<file path="src/rtl/reorder_buffer.sv">
// -----------------------------------------------------------------------------
// reorder_buffer
//
// Circular in-order commit buffer. Each issued instruction takes the entry at
// the tail. Results arrive on the RS and LSB broadcast buses. At most one
// entry retires per cycle from the head. A mispredicted branch at the head
// flushes all speculative state and redirects fetch.
//
// Optional build macro: ROB_BYPASS_EN
//   defined   -> the operand queries also forward same-cycle RS/LSB broadcasts
//                (LSB has priority)
//   undefined -> the operand queries return stored state only
//
// Ports:
//   clockIn, resetIn                  clock, synchronous active-high reset
//   issueValid/Type/Dest/PredTaken/AltPc
//                                     allocate an entry at the tail
//   issueRobIndex, full               tag the next issue gets, buffer full
//   rsUpdate/RobIndex/UpdateVal       RS result broadcast
//   lsbUpdate/RobIndex/UpdateVal      LSB broadcast
//   queryN{Index,Ready,Val}           two combinational operand lookups
//   commitValid/Dest/Val/RobIndex     registered register-write retire pulse
//   storeCommit                       registered store retire pulse
//   flush, flushPc                    registered mispredict flush pulse and PC
// -----------------------------------------------------------------------------
module reorder_buffer #(
   parameter int ROB_WIDTH = 4,
   parameter int REG_WIDTH = 5
) (
   input  logic                 clockIn,
   input  logic                 resetIn,
   input  logic                 issueValid,
   input  logic [1:0]           issueType,
   input  logic [REG_WIDTH-1:0] issueDest,
   input  logic                 issuePredTaken,
   input  logic [31:0]          issueAltPc,
   output logic [ROB_WIDTH-1:0] issueRobIndex,
   output logic                 full,
   input  logic                 rsUpdate,
   input  logic [ROB_WIDTH-1:0] rsRobIndex,
   input  logic [31:0]          rsUpdateVal,
   input  logic                 lsbUpdate,
   input  logic [ROB_WIDTH-1:0] lsbRobIndex,
   input  logic [31:0]          lsbUpdateVal,
   input  logic [ROB_WIDTH-1:0] query1Index,
   output logic                 query1Ready,
   output logic [31:0]          query1Val,
   input  logic [ROB_WIDTH-1:0] query2Index,
   output logic                 query2Ready,
   output logic [31:0]          query2Val,
   output logic                 commitValid,
   output logic [REG_WIDTH-1:0] commitDest,
   output logic [31:0]          commitVal,
   output logic [ROB_WIDTH-1:0] commitRobIndex,
   output logic                 storeCommit,
   output logic                 flush,
   output logic [31:0]          flushPc
);

   localparam int DEPTH = 1 << ROB_WIDTH;

   // Type 2'b11 is reserved and retires exactly like a register write.
   typedef enum logic [1:0] {
      OP_REG    = 2'b00,
      OP_STORE  = 2'b01,
      OP_BRANCH = 2'b10,
      OP_RSVD   = 2'b11
   } op_e;

   typedef struct packed {
      logic                 ready;
      op_e                  op;
      logic [REG_WIDTH-1:0] dest;
      logic                 pred_taken;
      logic [31:0]          alt_pc;
      logic [31:0]          value;
   } entry_t;

   logic [DEPTH-1:0]     busy_q, busy_d;
   entry_t               entry_q [DEPTH];
   logic [ROB_WIDTH-1:0] head_q, head_d;
   logic [ROB_WIDTH-1:0] tail_q, tail_d;
   logic [ROB_WIDTH:0]   count_q, count_d;

   logic                 commit_valid_q;
   logic [REG_WIDTH-1:0] commit_dest_q;
   logic [31:0]          commit_val_q;
   logic [ROB_WIDTH-1:0] commit_idx_q;
   logic                 store_commit_q;
   logic                 flush_q;
   logic [31:0]          flush_pc_q;

   entry_t head_entry;
   logic   head_fire;
   logic   head_is_reg;
   logic   mispredict;
   logic   issue_accept;

   assign head_entry  = entry_q[head_q];
   assign head_fire   = busy_q[head_q] && head_entry.ready;
   assign head_is_reg = (head_entry.op == OP_REG) || (head_entry.op == OP_RSVD);
   assign mispredict  = head_fire && (head_entry.op == OP_BRANCH) &&
                        (head_entry.value[0] != head_entry.pred_taken);

   // Full is judged on the pre-commit count, so a same-cycle retire never
   // opens a slot for an issue; a mispredict drops the issue outright.
   assign full          = (count_q == (ROB_WIDTH+1)'(DEPTH));
   assign issue_accept  = issueValid && !full && !mispredict;
   assign issueRobIndex = tail_q;

   // NOTE: every variable gets a default at the top of an always_comb so no
   // path leaves it unassigned, which would infer a latch.
   always_comb begin
      busy_d  = busy_q;
      head_d  = head_q;
      tail_d  = tail_q;
      count_d = count_q + (ROB_WIDTH+1)'(issue_accept) - (ROB_WIDTH+1)'(head_fire);
      if (mispredict) begin
         busy_d  = '0;
         head_d  = '0;
         tail_d  = '0;
         count_d = '0;
      end else begin
         if (head_fire) begin
            busy_d[head_q] = 1'b0;
            head_d         = head_q + ROB_WIDTH'(1);
         end
         if (issue_accept) begin
            busy_d[tail_q] = 1'b1;
            tail_d         = tail_q + ROB_WIDTH'(1);
         end
      end
   end

   // NOTE: sequential state is written with non-blocking assignments so every
   // register samples the pre-edge values of the others.
   always_ff @(posedge clockIn) begin
      if (resetIn) begin
         busy_q  <= '0;
         head_q  <= '0;
         tail_q  <= '0;
         count_q <= '0;
      end else begin
         busy_q  <= busy_d;
         head_q  <= head_d;
         tail_q  <= tail_d;
         count_q <= count_d;
      end
   end

   // NOTE: the entry payload is deliberately not reset; the busy bits alone
   // decide whether an entry is live, so stale payload is never observed.
   always_ff @(posedge clockIn) begin
      for (int i = 0; i < DEPTH; i++) begin
         if (issue_accept && (tail_q == ROB_WIDTH'(i))) begin
            entry_q[i] <= '{ready:      1'b0,
                            op:         op_e'(issueType),
                            dest:       issueDest,
                            pred_taken: issuePredTaken,
                            alt_pc:     issueAltPc,
                            value:      32'h0};
         end else if (busy_q[i] && !mispredict) begin
            // LSB is checked first so it wins a same-tag collision.
            if (lsbUpdate && (lsbRobIndex == ROB_WIDTH'(i))) begin
               entry_q[i].ready <= 1'b1;
               entry_q[i].value <= lsbUpdateVal;
            end else if (rsUpdate && (rsRobIndex == ROB_WIDTH'(i))) begin
               entry_q[i].ready <= 1'b1;
               entry_q[i].value <= rsUpdateVal;
            end
         end
      end
   end

   // Retire outputs are registered: they show up the cycle after the head
   // entry is seen ready.
   always_ff @(posedge clockIn) begin
      if (resetIn) begin
         commit_valid_q <= 1'b0;
         commit_dest_q  <= '0;
         commit_val_q   <= '0;
         commit_idx_q   <= '0;
         store_commit_q <= 1'b0;
         flush_q        <= 1'b0;
         flush_pc_q     <= '0;
      end else begin
         commit_valid_q <= head_fire && head_is_reg;
         store_commit_q <= head_fire && (head_entry.op == OP_STORE);
         flush_q        <= mispredict;
         if (head_fire && head_is_reg) begin
            commit_dest_q <= head_entry.dest;
            commit_val_q  <= head_entry.value;
            commit_idx_q  <= head_q;
         end
         if (mispredict) begin
            flush_pc_q <= head_entry.alt_pc;
         end
      end
   end

   assign commitValid    = commit_valid_q;
   assign commitDest     = commit_dest_q;
   assign commitVal      = commit_val_q;
   assign commitRobIndex = commit_idx_q;
   assign storeCommit    = store_commit_q;
   assign flush          = flush_q;
   assign flushPc        = flush_pc_q;

   // Returns {ready, value} for one operand lookup.
   function automatic logic [32:0] lookup(input logic [ROB_WIDTH-1:0] idx);
      logic [32:0] res;
      res = {busy_q[idx] && entry_q[idx].ready, entry_q[idx].value};
`ifdef ROB_BYPASS_EN
      if (busy_q[idx]) begin
         if (lsbUpdate && (lsbRobIndex == idx)) begin
            res = {1'b1, lsbUpdateVal};
         end else if (rsUpdate && (rsRobIndex == idx)) begin
            res = {1'b1, rsUpdateVal};
         end
      end
`endif
      return res;
   endfunction

   always_comb begin
      {query1Ready, query1Val} = lookup(query1Index);
      {query2Ready, query2Val} = lookup(query2Index);
   end

endmodule

</file>
<file path="config.mk">
export PLATFORM = sky130hd
export DESIGN_NAME = reorder_buffer
export DESIGN_NICKNAME = d
export VERILOG_FILES = /design/src/rtl/reorder_buffer.sv
export SDC_FILE = /design/constraint.sdc
export NUM_CORES = 2
export LEC_CHECK = 0
export ABC_AREA = 0
export CELL_PAD_IN_SITES_DETAIL_PLACEMENT = 0
export CELL_PAD_IN_SITES_GLOBAL_PLACEMENT = 2
export CORE_ASPECT_RATIO = 1.1
export CORE_MARGIN = 1
export CORE_UTILIZATION = 41
export CTS_CLUSTER_DIAMETER = 60
export DETAILED_ROUTE_END_ITERATION = 8
export PLACE_DENSITY = 0.73
export REMOVE_ABC_BUFFERS = 1
export SYNTH_ARGS = -nofsm -noshare
export SYNTH_HDL_FRONTEND = slang
export SYNTH_SLANG_ARGS = --single-unit
</file>
<file path="constraint.sdc">
create_clock -name clockIn -period 5.2 [get_ports clockIn]
set_input_delay 1.04 -clock clockIn [delete_from_list [all_inputs] [get_ports clockIn]]
set_output_delay 1.04 -clock clockIn [all_outputs]
set_load 0.01 [all_outputs]
</file>
==> metrics.csv <==
metric;value;unit
top cell family by delay on the critical path;buffers and inverters;
top post-synthesis cells by area;edfxtp_1 (53%), mux4_2 (23%), nor3_1 (4.3%);
CP peak stage delay;0.58;ns
# DRC;0;
TritonRoute pass-1 iters;6;
Ports;272;
Post-Route Setup TNS;0;ns
Max VDD drop;0.000387;V
layout cells sized above 1;29.1;%
Final Cell Area;76500;um2
number of instances in the synthesized netlist;4277;
first-pass GRT wire length;340;mm
clock latency on the worst-skew pair;0.82;ns
Place WS;0.689;ns
vias;44600;
Critical Path RT;4.16;ns
CTS root buf;clkbuf_16;
syn avg cell area;15.5;um2
die height;424;um
critical path endpoint;query1Val[26];
die area;164000;um2
CTS resizes;0;
P&R area growth vs syn;15.2;%
routed wire length;241;mm
endpoint class of the critical path;output pin;
CP Depth;5;
register area;37300;um2
Worst-path clk slew;0.06;ns
worst-margin pin slew;1.28;ns
reg2reg end;entry_q[11][71]$_DFFE_PP_;
CTS tree;done;
Clock Power Share;41.6;%
Core Region;161000;um2
WS Path Type;primary input to output pin;
CP Buf/Inv Count;3;
largest net degree at the start of global routing;102;
PD cells;350;nW/um2
final total power;0.0268;W
antenna violations before repair;21;
Placed Area;71300;um2
clock skew;0.0338;ns
Post-CTS Setup Repair Bufs;0;
# clock sinks;1277;
yosys warns;0;
1st-iter DRT viols;6458;
Top cell by count, worst path;mux4_2;
Unique masters post-synth;56;
critical path cell sequence;buf_8, buf_4, mux4_2, mux4_2, clkdlybuf4s50_1;
top cell type's share of synthesized area;52.8;%
Worst Slack Setup Final;0.728;ns
dpl hpwl;139;mm
Final Slew Violations;0;
Sw Share;25.9;%
Comb pwr share;14.4;%
Row Count;154;
CTS Buf Count;148;
dominant cell type by area after synthesis;edfxtp_1;
GRT Overall Usage;29.4;%
via density per instance;6.79;
Peak Freq;224;MHz
r2r setup slk;0.75;ns
Main synth FF type;edfxtp_1;
R2R depth;8;
hold_buf cts;0;
clk buf depth;3;
leakage;23.7;nW
starting density of the core;41.4;%
max cap viols;0;
area of the multi-input gates;26800;um2
period utilization;86.0;%
CP startpoint kind;primary input;
Final GP Congestion;0.866;
internal power;0.0198;W
antenna viol nets, final;0;
GRT Residual Overflow;0;
worst hold path type;flip-flop to flip-flop;
Max transition margin;14.6;%
Post-synth EDFFs;1167;
RSZ-0062 raised after global routing;false;
Mapped Area;66400;um2
FF+latch count, synth;1277;
sw power;0.00693;W
Arrival @ worst endpoint;3.43;ns
detailed-route wire length per cell;36.6;um
critical path's slowest cell;mux4_2;
IO buf count;271;
Die Span X;386;um
sequential area share after synthesis;56.1;%
CP startpoint;query1Index[0];
Max FO, Critical Path;25;
Setup-failing EPs final;0;
register share of total power;44.0;%
ys async rst share;0;%
vias in the first global route;43900;
status;complete, no violations;
fill count;13700;
Tmin final;4.47;ns
Net count, final;4480;
CTS H-tree lvls;4;
final hold vios;0;
## power by group through the flow
stage                     clock [W]  combinational, W  sequential (W)
after floorplan                   0           0.00234          0.0122
after global placement            0           0.00384          0.0120
after detailed placement          0           0.00385          0.0120
after CTS                    0.0113           0.00388          0.0118
after global routing         0.0117           0.00407          0.0118
final                        0.0111           0.00386          0.0118
## sequential cells by signal (all words and copies together), names as in the netlist, named ones only
name and count:
issueRobIndex 4, busy_q 16, commitValid 1, commitDest 5, entry_q 1168, commitVal 32
flush 1, count_q 5, flushPc 32, storeCommit 1, commitRobIndex 4, head_q 4
## worst reg2reg max path: stages, from the launching register on
cell and delay (ns):
dfxtp_4 0.79, mux4_2 0.65, mux4_2 0.53, ha_1 0.23
inv_1 0.14, a211oi_4 0.13, buf_12 0.29, nor2_4 1.05
buf_12 0.33
## cells in the mapped netlist, types with 14 or more instances
| cell | instances |
|---|---|
| edfxtp_1 | 1167 |
| mux4_2 | 684 |
| nor3_1 | 572 |
| a22oi_1 | 353 |
| clkbuf_1 | 351 |
| a21oi_1 | 191 |
| nand2_1 | 118 |
| dfxtp_1 | 110 |
| nor3_2 | 100 |
| mux2i_1 | 83 |
| buf_1 | 75 |
| nor2_1 | 72 |
| nand2b_1 | 68 |
| o21ai_0 | 63 |
| buf_6 | 40 |
| buf_2 | 39 |
| a211oi_1 | 16 |
| buf_8 | 16 |
| ha_1 | 16 |
| and2_1 | 14 |
| buf_12 | 14 |
| inv_1 | 14 |
## logic make-up after synthesis
kind of cell / after synthesis / share of synthesized area [%]
simple gates: 992 / 8.17
fa+ha+maj: 17 / 0.332
flops: 1277 / 56.1
compound gates: 659 / 6.53
buf+inv: 556 / 4.31
xor+xnor: 7 / 0.0923
mux: 769 / 24.5
## worst min-delay path by stage
stage               slack (ns)  depth (start not counted)                       start                         end
floorplan                 0.48                          2        busy_q[9]$_SDFF_PP0_        busy_q[9]$_SDFF_PP0_
global placement          0.46                          2  commitVal[10]$_SDFFE_PP0P_  commitVal[10]$_SDFFE_PP0P_
detailed placement        0.47                          2     flushPc[8]$_SDFFE_PP0P_     flushPc[8]$_SDFFE_PP0P_
CTS                       0.47                          2  commitVal[10]$_SDFFE_PP0P_  commitVal[10]$_SDFFE_PP0P_
global route              0.49                          2  commitVal[19]$_SDFFE_PP0P_  commitVal[19]$_SDFFE_PP0P_
finish                    0.47                          2  commitVal[10]$_SDFFE_PP0P_  commitVal[10]$_SDFFE_PP0P_
## per-layer routing
metal	up-vias	global-route usage (%)	wire [um]
met5	-	0	137
met4	20	10.3	8770
met3	540	6.73	25400
met2	2777	44.6	110000
met1	23500	41.7	96100
li1	17800	-	-
## stage by stage
stage          util (%)  cells  hold slack [ns]
2_1_floorplan         -   3738            0.479
3_3_place_gp       44.4   6294            0.460
4_1_cts            47.7   6569            0.475
5_1_grt            47.7   6569            0.495
3_5_place_dp       44.4   6294            0.465
6_report           47.7   6571            0.471
## placed cells by master, fill, tap and decap left out, types with 6 or more instances in the layout
| cell | count |
|---|---|
| nand2_2 | 6 |
| a311oi_1 | 10 |
| nor2_1 | 48 |
| a21oi_1 | 175 |
| nor3_2 | 108 |
| nand3_1 | 7 |
| clkbuf_8 | 9 |
| buf_12 | 42 |
| a22oi_1 | 353 |
| buf_4 | 139 |
| clkinv_1 | 12 |
| a211oi_1 | 16 |
| nand2b_1 | 68 |
| dfxtp_1 | 107 |
| clkbuf_16 | 152 |
| edfxtp_1 | 1167 |
| clkdlybuf4s50_1 | 262 |
| nor2_4 | 24 |
| a31oi_1 | 9 |
| mux2i_1 | 83 |
| inv_16 | 6 |
| mux4_2 | 684 |
| bufinv_16 | 20 |
| nor3b_1 | 10 |
| a21oi_4 | 16 |
| ha_1 | 16 |
| clkinv_2 | 29 |
| nand2_1 | 110 |
| o21ai_0 | 63 |
| nor3_1 | 564 |
| inv_1 | 14 |
| clkinv_8 | 6 |
| and2_2 | 12 |
| clkbuf_1 | 28 |
## area by class of cell
type                            instances  share of cell area (%)
Antenna cell                            2                 0.00654
Clock buffer                          189                    5.27
Clock inverter                         86                    1.51
Inverter                               17                  0.0899
Multi-Input combinational cell       2444                    35.0
Sequential cell                      1277                    48.7
Tap cell                             2106                    3.44
Timing Repair Buffer                  450                    5.99
Power figures use the tool's default switching activity.
